### src/rtl/creator_pkg.sv
// creator_pkg: shared ForthSuper dictionary definitions.
//   creator_sts : state encoding of the header writer (creator).
//   NULL_LFA    : link value that marks the end of the dictionary chain.
package creator_pkg;

  typedef enum logic [2:0] {IDL, LK0, LK1, RD, WR, DON} creator_sts;

  localparam logic [16:0] NULL_LFA = 17'h0ffff;

endpackage

### src/rtl/mb_blk_if.sv
// mb_blk_if: generic memory-block bus.
//   ai : byte address
//   vi : write data
//   we : write enable; the write lands on the clock edge ending the cycle
// Read data (vw) travels outside the bundle, one cycle after ai.
interface mb_blk_if #(
  parameter int ASZ = 17,
  parameter int DSZ = 8
);
  logic [ASZ-1:0] ai;
  logic [DSZ-1:0] vi;
  logic           we;

  modport master (output ai, output vi, output we);
  modport slave  (input ai, input vi, input we);
endinterface

### src/rtl/creator.sv
// creator: writes a dictionary word header at `here`.
//   Layout: link lo, link hi, length byte, name bytes. This is the
//   same layout the word finder walks.
// Ports:
//   clk, rst (async, active-low)
//   mb_if        memory-block master (ai, vi, we)
//   en           level start; dropping it aborts back to IDL
//   ctx          current context (lfa of latest word)
//   here         first free byte, where the header starts
//   aw           TIB address of the counted name
//   vw           read data, valid one cycle after ai
//   bsy          header write in progress
//   err          refused because here >= 'h10000
//   ctx_o, pfa   new context and parameter field address once done
module creator
  import creator_pkg::*;
#(
  parameter int DSZ = 8,
  parameter int ASZ = 17
) (
  input  logic           clk,
  input  logic           rst,
  mb_blk_if.master       mb_if,
  input  logic           en,
  input  logic [ASZ-1:0] ctx,
  input  logic [ASZ-1:0] here,
  input  logic [ASZ-1:0] aw,
  input  logic [DSZ-1:0] vw,
  output logic           bsy,
  output logic           err,
  output logic [ASZ-1:0] ctx_o,
  output logic [ASZ-1:0] pfa
);

  creator_sts     st_reg, st_next;
  logic [ASZ-1:0] a0_reg;      // destination pointer
  logic [ASZ-1:0] a1_reg;      // TIB pointer
  logic [8:0]     cnt_reg;     // bytes still to copy after the current one
  logic [DSZ-1:0] len_reg;
  logic           first_reg;   // next WR copies the length byte
  logic           bsy_reg;
  logic           err_reg;
  logic [ASZ-1:0] ctx_o_reg;
  logic [ASZ-1:0] pfa_reg;

  logic [DSZ-1:0] len_cur;
  logic           wr_last;

  // Only the low 16 bits of ctx form the link field.
  logic unused_ctx_hi;
  assign unused_ctx_hi = ^ctx[ASZ-1:16];

  // During the first WR the length byte is still on vw and not yet latched.
  assign len_cur = first_reg ? vw : len_reg;
  assign wr_last = first_reg ? (vw == '0) : (cnt_reg == 9'd1);

  // State register
  always_ff @(posedge clk or negedge rst) begin
    if (!rst) st_reg <= IDL;
    else      st_reg <= st_next;
  end

  // Next state
  always_comb begin
    st_next = st_reg;
    if (!en) begin
      st_next = IDL;
    end else begin
      case (st_reg)
        IDL:     st_next = here[16] ? DON : LK0;
        LK0:     st_next = LK1;
        LK1:     st_next = RD;
        RD:      st_next = WR;
        WR:      st_next = wr_last ? DON : RD;
        DON:     st_next = DON;
        default: st_next = IDL;
      endcase
    end
  end

  // Memory drive
  always_comb begin
    mb_if.ai = aw;
    mb_if.vi = '0;
    mb_if.we = 1'b0;
    case (st_reg)
      LK0: begin
        mb_if.ai = here;
        mb_if.vi = DSZ'(ctx[7:0]);
        mb_if.we = 1'b1;
      end
      LK1: begin
        mb_if.ai = here + ASZ'(1);
        mb_if.vi = DSZ'(ctx[15:8]);
        mb_if.we = 1'b1;
      end
      RD: mb_if.ai = a1_reg;
      WR: begin
        mb_if.ai = a0_reg;
        mb_if.vi = vw;
        mb_if.we = 1'b1;
      end
      default: ;
    endcase
  end

  // Register step
  always_ff @(posedge clk or negedge rst) begin
    if (!rst) begin
      a0_reg    <= '0;
      a1_reg    <= '0;
      cnt_reg   <= '0;
      len_reg   <= '0;
      first_reg <= 1'b0;
      bsy_reg   <= 1'b0;
      err_reg   <= 1'b0;
      ctx_o_reg <= '0;
      pfa_reg   <= '0;
    end else if (!en) begin
      // Abort or idle: results and err are left as they were.
      bsy_reg <= 1'b0;
    end else begin
      case (st_reg)
        IDL: begin
          // On error the single DON cycle still shows bsy=1.
          bsy_reg   <= 1'b1;
          err_reg   <= here[16];
          a0_reg    <= here + ASZ'(2);
          a1_reg    <= aw;
          cnt_reg   <= '0;
          first_reg <= 1'b1;
        end
        WR: begin
          a0_reg    <= a0_reg + ASZ'(1);
          a1_reg    <= a1_reg + ASZ'(1);
          first_reg <= 1'b0;
          if (first_reg) begin
            len_reg <= vw;
            cnt_reg <= 9'(vw);
          end else begin
            cnt_reg <= cnt_reg - 9'd1;
          end
          if (wr_last) begin
            bsy_reg   <= 1'b0;
            ctx_o_reg <= here;
            pfa_reg   <= here + ASZ'(3) + ASZ'(len_cur);
          end
        end
        DON:     bsy_reg <= 1'b0;
        default: ;
      endcase
    end
  end

  assign bsy   = bsy_reg;
  assign err   = err_reg;
  assign ctx_o = ctx_o_reg;
  assign pfa   = pfa_reg;

endmodule

### src/flat_wrapper.sv
// flat-port wrapper written by rule: the top's interface ports become plain ports
module creator_flat import creator_pkg::*;
#(
  parameter int DSZ = 8,
  parameter int ASZ = 17
)
  (clk, rst, en, ctx, here, aw, vw, bsy, err, ctx_o, pfa, mb_if_ai, mb_if_vi, mb_if_we);
  mb_blk_if #(.ASZ(ASZ), .DSZ(DSZ)) mb_if_i ();
  input  logic clk;
  input  logic rst;
  input  logic en;
  input  logic [ASZ-1:0] ctx;
  input  logic [ASZ-1:0] here;
  input  logic [ASZ-1:0] aw;
  input  logic [DSZ-1:0] vw;
  output logic bsy;
  output logic err;
  output logic [ASZ-1:0] ctx_o;
  output logic [ASZ-1:0] pfa;
  output wire logic [$bits(mb_if_i.ai)-1:0] mb_if_ai;
  output wire logic [$bits(mb_if_i.vi)-1:0] mb_if_vi;
  output wire logic [$bits(mb_if_i.we)-1:0] mb_if_we;
  assign mb_if_ai = mb_if_i.ai;
  assign mb_if_vi = mb_if_i.vi;
  assign mb_if_we = mb_if_i.we;
  creator #(.DSZ(DSZ), .ASZ(ASZ)) u_core (.clk(clk), .rst(rst), .mb_if(mb_if_i), .en(en), .ctx(ctx), .here(here), .aw(aw), .vw(vw), .bsy(bsy), .err(err), .ctx_o(ctx_o), .pfa(pfa));
endmodule
### config.mk
export PLATFORM = sky130hd
export DESIGN_NAME = creator_flat
export DESIGN_NICKNAME = d
export VERILOG_FILES = /design/src/rtl/creator_pkg.sv /design/src/rtl/mb_blk_if.sv /design/src/rtl/creator.sv /design/src/flat_wrapper.sv
export SDC_FILE = /design/constraint.sdc
export NUM_CORES = 1
export LEC_CHECK = 0
export ABC_CLOCK_PERIOD_IN_PS = 7310
export BUFFER_PORTS_ARGS = -buffer_cell sky130_fd_sc_hd__buf_4
export CORE_MARGIN = 3
export CORE_UTILIZATION = 61
export DETAILED_ROUTE_END_ITERATION = 10
export GPL_TIMING_DRIVEN = 0
export PLACE_DENSITY = 0.92
export SLEW_MARGIN = 20
export SYNTH_ARGS = -nofsm -noshare
export SYNTH_HDL_FRONTEND = slang
export SYNTH_SLANG_ARGS = --single-unit
export TNS_END_PERCENT = 100
### constraint.sdc
create_clock -name clk -period 7.31 [get_ports clk]
set_clock_uncertainty 0.2 [all_clocks]
set_input_delay 1.0965 -clock clk [delete_from_list [all_inputs] [get_ports clk]]
set_output_delay 1.0965 -clock clk [all_outputs]
set_load 0.05 [all_outputs]
After elaboration in Yosys (flattened, before gate mapping)
Index checks and enable logic that the tools add are counted.

Add/sub/neg operators: 7. Eq/ne operators: 8. Multiplexer cells: 17. Reductions and logical operators: 9.

Operators with widths (number): 17-bit one-hot mux with 2 select lines (2); 17-bit one-hot mux with 4 select lines (1); 17-bit by 1-bit adder with 17-bit output (second input constant) (3); 17-bit by 2-bit adder with 17-bit output (second input constant) (2); 8-bit one-hot mux with 3 select lines (1); 3-bit one-hot mux with 6 select lines (1); 9-bit one-hot mux with 2 select lines (1); 17-bit by 8-bit adder with 17-bit output (1); 9-bit by 1-bit == test with 1-bit output (second input constant) (1); 3-bit 2-to-1 mux (3); 9-bit 2-to-1 mux (1); 9-bit by 1-bit subtractor with 9-bit output (second input constant) (1); 8-bit zero test (1); 8-bit 2-to-1 mux (1); 2-bit AND reduction (4); 3-bit by 2-bit == test with 1-bit output (second input constant) (2); 3-bit == test (second input constant) (2); 1-bit 2-to-1 mux (4); 4-bit by 1-bit != test with 1-bit output (second input constant) (1); 3-bit by 1-bit == test with 1-bit output (second input constant) (1); 3-bit zero test (1); 3-bit by 2-bit != test with 1-bit output (second input constant) (1); 1-bit one-hot mux with 3 select lines (1); 3-bit AND reduction (1); other kinds (3) (3).

Register bits after elaboration: 91. Bits of input ports: 62. Output and inout bits: 62. Logic and storage cells: 51.

Logic depth before layout (Yosys ltp)
Gate-level depths: netlist of run 1.

Depth in word-level cells: 5. Depth in mapped cells: 13. Mapped depth without buffers: 11.

Worst setup path after synthesis of run 1
No wires, ideal clock.

Path type: input to output. From: input port here[1]. To: output port mb_if_ai[13]. Arrival: 3.062 ns. Data required time: 6.014 ns. Path slack: 2.951 ns. Stages: 7. Buffers on the path: 0. Path through: ha_1 -> nand3_1 -> or3_1 -> nor3_1 -> xor2_1 -> nand2_1 -> a21oi_1.

Longest elaborated chain between the ends: 2.

RTL lines: start, declared (RTL line flat_wrapper.sv:13) `input logic [ASZ-1:0] here;`; 17-bit by 1-bit adder with 17-bit output (RTL line creator.sv:93) `mb_if.ai = here + ASZ'(1);`; 17-bit one-hot mux with 4 select lines (RTL line creator.sv:86) `case (st_reg)`; end, declared (RTL line flat_wrapper.sv:20) `output wire logic [$bits(mb_if_i.ai)-1:0] mb_if_ai;`.

Every way passes these cells.

Final worst setup path of run 1
From: input port here[2]. To: output port mb_if_ai[11].

Same word-level chain as after synthesis.

==> results of run 1 <==
## cells in the mapped netlist, drive strengths merged, types with 3 or more instances
cell | count | share of area, %
nand4 | 11 | 1.1
o211ai | 3 | 0.35
or3 | 5 | 0.48
a221o | 3 | 0.46
nor2 | 52 | 3.1
nand2b | 7 | 0.79
buf | 23 | 2.2
xnor2 | 21 | 2.8
a22o | 7 | 0.95
o22a | 3 | 0.41
inv | 22 | 1.3
and4 | 3 | 0.41
ha | 22 | 4.3
o32ai | 3 | 0.41
and2 | 5 | 0.48
nor3 | 22 | 1.8
a21o | 3 | 0.35
xor2 | 23 | 3.1
a21oi | 70 | 5.4
mux2i | 10 | 1.5
dfrtp | 91 | 35
o221ai | 3 | 0.41
nor2b | 15 | 1.5
o21ai | 86 | 7.2
a22oi | 13 | 1.5
nand3 | 23 | 1.8
nand2 | 170 | 9.9
a221oi | 3 | 0.41
mux2 | 4 | 0.70
a31oi | 10 | 0.97
nor4 | 4 | 0.39
a211oi | 3 | 0.35
o22ai | 26 | 2.5
clkbuf | 38 | 2.2
and3 | 5 | 0.48
## worst min-delay path by stage
stage,to,cells past startpoint
2_1_floorplan,u_core.len_reg[0],2
3_3_place_gp,u_core.ctx_o[8],2
3_5_place_dp,u_core.ctx_o[11],2
4_1_cts,u_core.ctx_o[11],2
5_1_grt,u_core.ctx_o[10],2
6_report,u_core.ctx_o[13],2
## worst max-delay path, delay by kind of cell
family | cells | cell delay, ns
compound gates | 1 | 0.21
xor+xnor | 1 | 0.17
fa+ha+maj | 1 | 0.24
buf+inv | 2 | 0.37
simple gates | 4 | 1.30
## layer usage
layer / vias to the layer above / share of wire [%]
met3: 88 / 13
met2: 618 / 44
li1: 3191 / -
met4: 0 / 3.9
met1: 3358 / 39
met5: - / 0
## logic make-up after synthesis
kind of cell,count (synthesis),synth area share (%)
multiplexers,14,2.24
adder cells (fa/ha/maj),23,4.56
XOR/XNOR,44,5.96
buffers and inverters,83,5.70
flip-flops,91,35.2
AND/OR/NAND/NOR,330,23.0
AO/OA/AOI/OAI,249,23.4
## layout make-up
class                      instances  area [µm²]
multi-input combinational        660        3820
fill                             783        2340
sequential                        91        2280
timing repair buffer             115         867
buffer                            61         287
tap                              133         166
clock buffer                      10         138
inverter                          22        82.6
clock inverter                     5        61.3
## power groups by stage
stage | Clock (µW) | Combinational (µW) | Sequential (µW)
global route | 384 | 1620 | 846
global placement | 0 | 1440 | 819
finish | 368 | 1500 | 826
CTS | 362 | 1480 | 816
floorplan | 0 | 929 | 913
detailed placement | 0 | 1470 | 825
## layout by cell type (no fill, tap or decap), types with 22 or more instances in the layout
master / instances
nor2_1: 51
o22ai_1: 26
nand2_1: 170
a21oi_1: 70
dfrtp_1: 91
ha_1: 22
o21ai_1: 37
clkbuf_1: 38
buf_4: 116
o21ai_0: 39
xor2_1: 23
nand3_1: 23
## through the flow
step,worst slack (ns),std cells,power (µW)
CTS,2.74,1097,2660
floorplan,2.95,834,1840
global route,2.50,1097,2850
detailed placement,2.75,1082,2290
global placement,2.75,1082,2260
finish,2.60,1097,2700
==> flow_summary.toml, run 1 <==
[grt]
grt-busiest-layer = "met2"
grt_use_total_pct = 40.1
grt_max_degree = 92
grt_pass1_vias = 6836
grt_use_met2_pct = 59.8
grt_antenna_before_repair = 0
grt_overflow = 0
use_met1_pct = 55.7
met3_usage_pct = 9.35
grt_pass1_wl_um = 36400

[floorplan]
start_util_pct = 64.4
die_h_um = 109
coreArea_um2 = 10000
dieWidth_um = 109
io_pins = 124
std_cell_rows = 36
die_area_um2 = 11900

[worst_setup_path]
cp.required_ns = 6.01
crit_end = "mb_if_ai[11]"
start_kind = "input pin"
r2r_slack_ns = 3.66
path_cells = "buf_4, ha_1, nand3_1, nor3_1, nand4_1, xnor2_1, nand2_1, a21oi_1, buf_4"
worstSetupPathType = "input pin to primary output"
cp-startpoint = "here[2]"
cpMostUsedCell = "buf_4"
r2r_cells = 13
slowest_delay_ns = 0.76
endpoint_kind = "primary output"
rr_startpoint = "u_core.first_reg"
cpMaxStageDelayCell = "nor3_1"
arrival_ns = 3.41
crit_fanout = 7
reg2reg_to = "u_core.pfa[15]"

[synthesis]
syn_inst = 834
syn_area_um2 = 6470
synth_warnings = 0
synth_edf_count = 0
synthArstFlopShare_pct = 100
seq_area_frac_synth_pct = 35.2
yosysUniqueCellTypes = 60
synthesis.nets = 919
dominantRegCellSynth = "dfrtp_1"
synth-seq-cells = 91
syn_area_per_cell_um2 = 7.76

[pwr]
p_int_uw = 1330
p_leak_uw = 0.00344
pwr-share-clk_pct = 13.6
ir_drop_uv = 244
power_frac_comb_pct = 55.8
power_frac_seq_pct = 30.6
powerDensity_nw_per_um2 = 350
p_sw_uw = 1370
switching_share_pct = 50.6

[sta]
rsz0062_at_grt = "false"
period_minus_slack_ns = 4.71
hold_viol = 0
slew_headroom_pct = 35.5
worstMarginPinSlew_ns = 0.963
setup_violations = 0
timing.fmax_mhz = 212
finalCritPeriodShare_pct = 64.4
hold_slack_ns = 0.278
maxSlewViolCount = 0
setup_tns_ns = 0

[flow_run]
drv_cap = 0

[clock_network]
cts_hold_buf = 0
clkLatencyLatePin_ns = 0.38
cts_resized = 0
h-tree-depth = 3
cts_setup_buffers = 0
cts_buffers = 9
clk_pin_slew_ns = 0.10
clock-sinks = 91
cts_tree = "built"
clock-root-buffer = "clkbuf_8"
cts_buffer_depth = 2

[routing]
vias_per_cell = 6.61
drtPass1Iterations = 6
wire_per_inst_um = 21.2
detail_route.iter0.violations = 913
post-route-drc-count = 0
ant_nets = 0
finalWirelength_um = 23200
num_vias = 7255

[outcome]
status = "finished, final reports clean"

[placed_design]
io_buffers = 115
place_area_um2 = 7500
dpl.hpwl_um = 17000
gp_congestion = 0.989

[worst_hold_path]
min_path_type = "flop to flop"
hold_path.startpoint = "u_core.ctx_o[13]"

[final_layout]
nets = 1045
area_delta_synth_final_pct = 19.0
final_util_pct = 76.7
final_cell_area_um2 = 7700
drive_above_1_share_pct = 17.5
insertedDiodeCount = 0
Note: power is estimated with default switching activity, not from simulation.
==> run 2: changes to the inputs <==
--- a/config.mk
+++ b/config.mk
@@ -5,13 +5,13 @@
 export SDC_FILE = /design/constraint.sdc
 export NUM_CORES = 1
 export LEC_CHECK = 0
-export ABC_CLOCK_PERIOD_IN_PS = 7310
+export ABC_CLOCK_PERIOD_IN_PS = 4800
 export BUFFER_PORTS_ARGS = -buffer_cell sky130_fd_sc_hd__buf_4
 export CORE_MARGIN = 3
-export CORE_UTILIZATION = 61
+export CORE_UTILIZATION = 57
 export DETAILED_ROUTE_END_ITERATION = 10
 export GPL_TIMING_DRIVEN = 0
-export PLACE_DENSITY = 0.92
+export PLACE_DENSITY = 0.87
 export SLEW_MARGIN = 20
 export SYNTH_ARGS = -nofsm -noshare
 export SYNTH_HDL_FRONTEND = slang
==> constraint.sdc (replaced) <==
create_clock -name clk -period 4.8 [get_ports clk]
set_clock_uncertainty 0.2 [all_clocks]
set_input_delay 0.72 -clock clk [delete_from_list [all_inputs] [get_ports clk]]
set_output_delay 0.72 -clock clk [all_outputs]
set_load 0.05 [all_outputs]
==> run 2 against run 1 <==
Count of clock-buffer cells in the layout fell by 1. Critical path depth fell by 3. Setup slack got worse by 1.8 ns. Total power rose by 58%. Clock power rose by 96%. Final area rose by 1.3%.
==> flow_summary.toml, run 2 (synthesis gave the netlist of run 1 again) <==
[sta]
setup_violations = 0
worstMarginPinSlew_ns = 0.991
slew_headroom_pct = 33.6
period_minus_slack_ns = 3.98
setup_tns_ns = 0
finalCritPeriodShare_pct = 82.9
timing.fmax_mhz = 251
hold_viol = 0
maxSlewViolCount = 0
rsz0062_at_grt = "false"

[clock_network]
clk_pin_slew_ns = 0.08
clock-sinks = 91
cts_hold_buf = 0
h-tree-depth = 3
cts_buffer_depth = 2
clock-root-buffer = "clkbuf_16"
cts_resized = 0
cts_buffers = 9
cts_tree = "built"
clkLatencyLatePin_ns = 0.35
cts_setup_buffers = 0

[floorplan]
dieWidth_um = 113
std_cell_rows = 38
die_area_um2 = 12700
io_pins = 124
coreArea_um2 = 11000
start_util_pct = 58.9
die_h_um = 113

[worst_setup_path]
arrival_ns = 3.06
cp.required_ns = 3.88
start_kind = "flop"
crit_fanout = 10
endpoint_kind = "primary output"
worstSetupPathType = "flop to primary output"

[grt]
grt_pass1_vias = 6764
grt_use_total_pct = 34.4
grt_pass1_wl_um = 34700
use_met1_pct = 46.8
met3_usage_pct = 8.19
grt_overflow = 0
grt_use_met2_pct = 52.9
grt-busiest-layer = "met2"
grt_antenna_before_repair = 0
grt_max_degree = 92

[routing]
post-route-drc-count = 0
finalWirelength_um = 22300
detail_route.iter0.violations = 1129
wire_per_inst_um = 20.2
vias_per_cell = 6.49
num_vias = 7171
drtPass1Iterations = 6
ant_nets = 0

[placed_design]
dpl.hpwl_um = 16200
gp_congestion = 1.02
place_area_um2 = 7510
io_buffers = 115

[pwr]
powerDensity_nw_per_um2 = 547
ir_drop_uv = 334
p_leak_uw = 0.00348

[final_layout]
regArea_um2 = 2280
final_cell_mix = "nand2_1 (170), buf_4 (116), dfrtp_1 (91)"
n_fill_cell = 927
multiInputGateArea_um2 = 3820
area_delta_synth_final_pct = 20.6
final_cell_area_um2 = 7800
insertedDiodeCount = 0
nets = 1045
final_common_cell = "nand2_1"
drive_above_1_share_pct = 17.6

[flow_run]
drv_cap = 0

[outcome]
status = "finished, final reports clean"

[worst_hold_path]
min_path_type = "input pin to async pin"
## run 2: worst paths after layout
check                            startpoint                 to  slack [ns]  cells past startpoint
max                        u_core.st_reg[0]        mb_if_ai[9]        0.82                      6
min                                     rst   u_core.ctx_o[12]        0.23                      1
max reg2reg                u_core.first_reg     u_core.pfa[13]        1.22                     13
min reg2reg                u_core.ctx_o[10]   u_core.ctx_o[10]        0.27                      2
max in group asynchronous               rst  u_core.len_reg[3]        3.56                      1
min in group clk           u_core.ctx_o[10]   u_core.ctx_o[10]        0.27                      2
## run 2: through the flow
step	hold WS, ns	std cells	utilization (%)	setup slack (ns)	power, µW
3_3_place_gp	0.250	1089	68.4	1.02	3420
4_1_cts	0.274	1105	71.0	0.985	4200
6_report	0.233	1105	71.0	0.823	4270
5_1_grt	0.293	1105	71.0	0.796	4480
2_1_floorplan	0.224	834	-	1.19	2810
3_5_place_dp	0.257	1089	68.4	1.04	3480
## run 2: cell type report
class	instances	share of cell area, %
inverters	22	1.06
flip-flops and latches	91	29.2
plain buffers	61	3.67
multi-input cells	660	49.0
clock inverters	7	0.802
clock buffers	9	2.89
well taps	140	2.25
repair buffers	115	11.1
## run 2: routing by layer
layer | vias to the layer above | wire length, µm | share of wire (%)
met1 | 3325 | 8730 | 39
met2 | 550 | 9930 | 45
met4 | 0 | 865 | 3.9
met5 | - | 0 | 0
met3 | 100 | 2770 | 12
li1 | 3196 | - | -
## run 2: power breakdown
group,total [µW],internal (µW),switching (µW)
logic,2280,769,1510
registers,1260,1010,256
clock network,720,366,354
## run 2: worst max-delay path, stage by stage, from the launching register on
cell      delay (ns)
dfrtp_1         0.48
clkbuf_1        0.44
clkbuf_1        0.49
clkbuf_1        0.52
o311ai_0        0.24
a31oi_1         0.28
buf_4           0.25
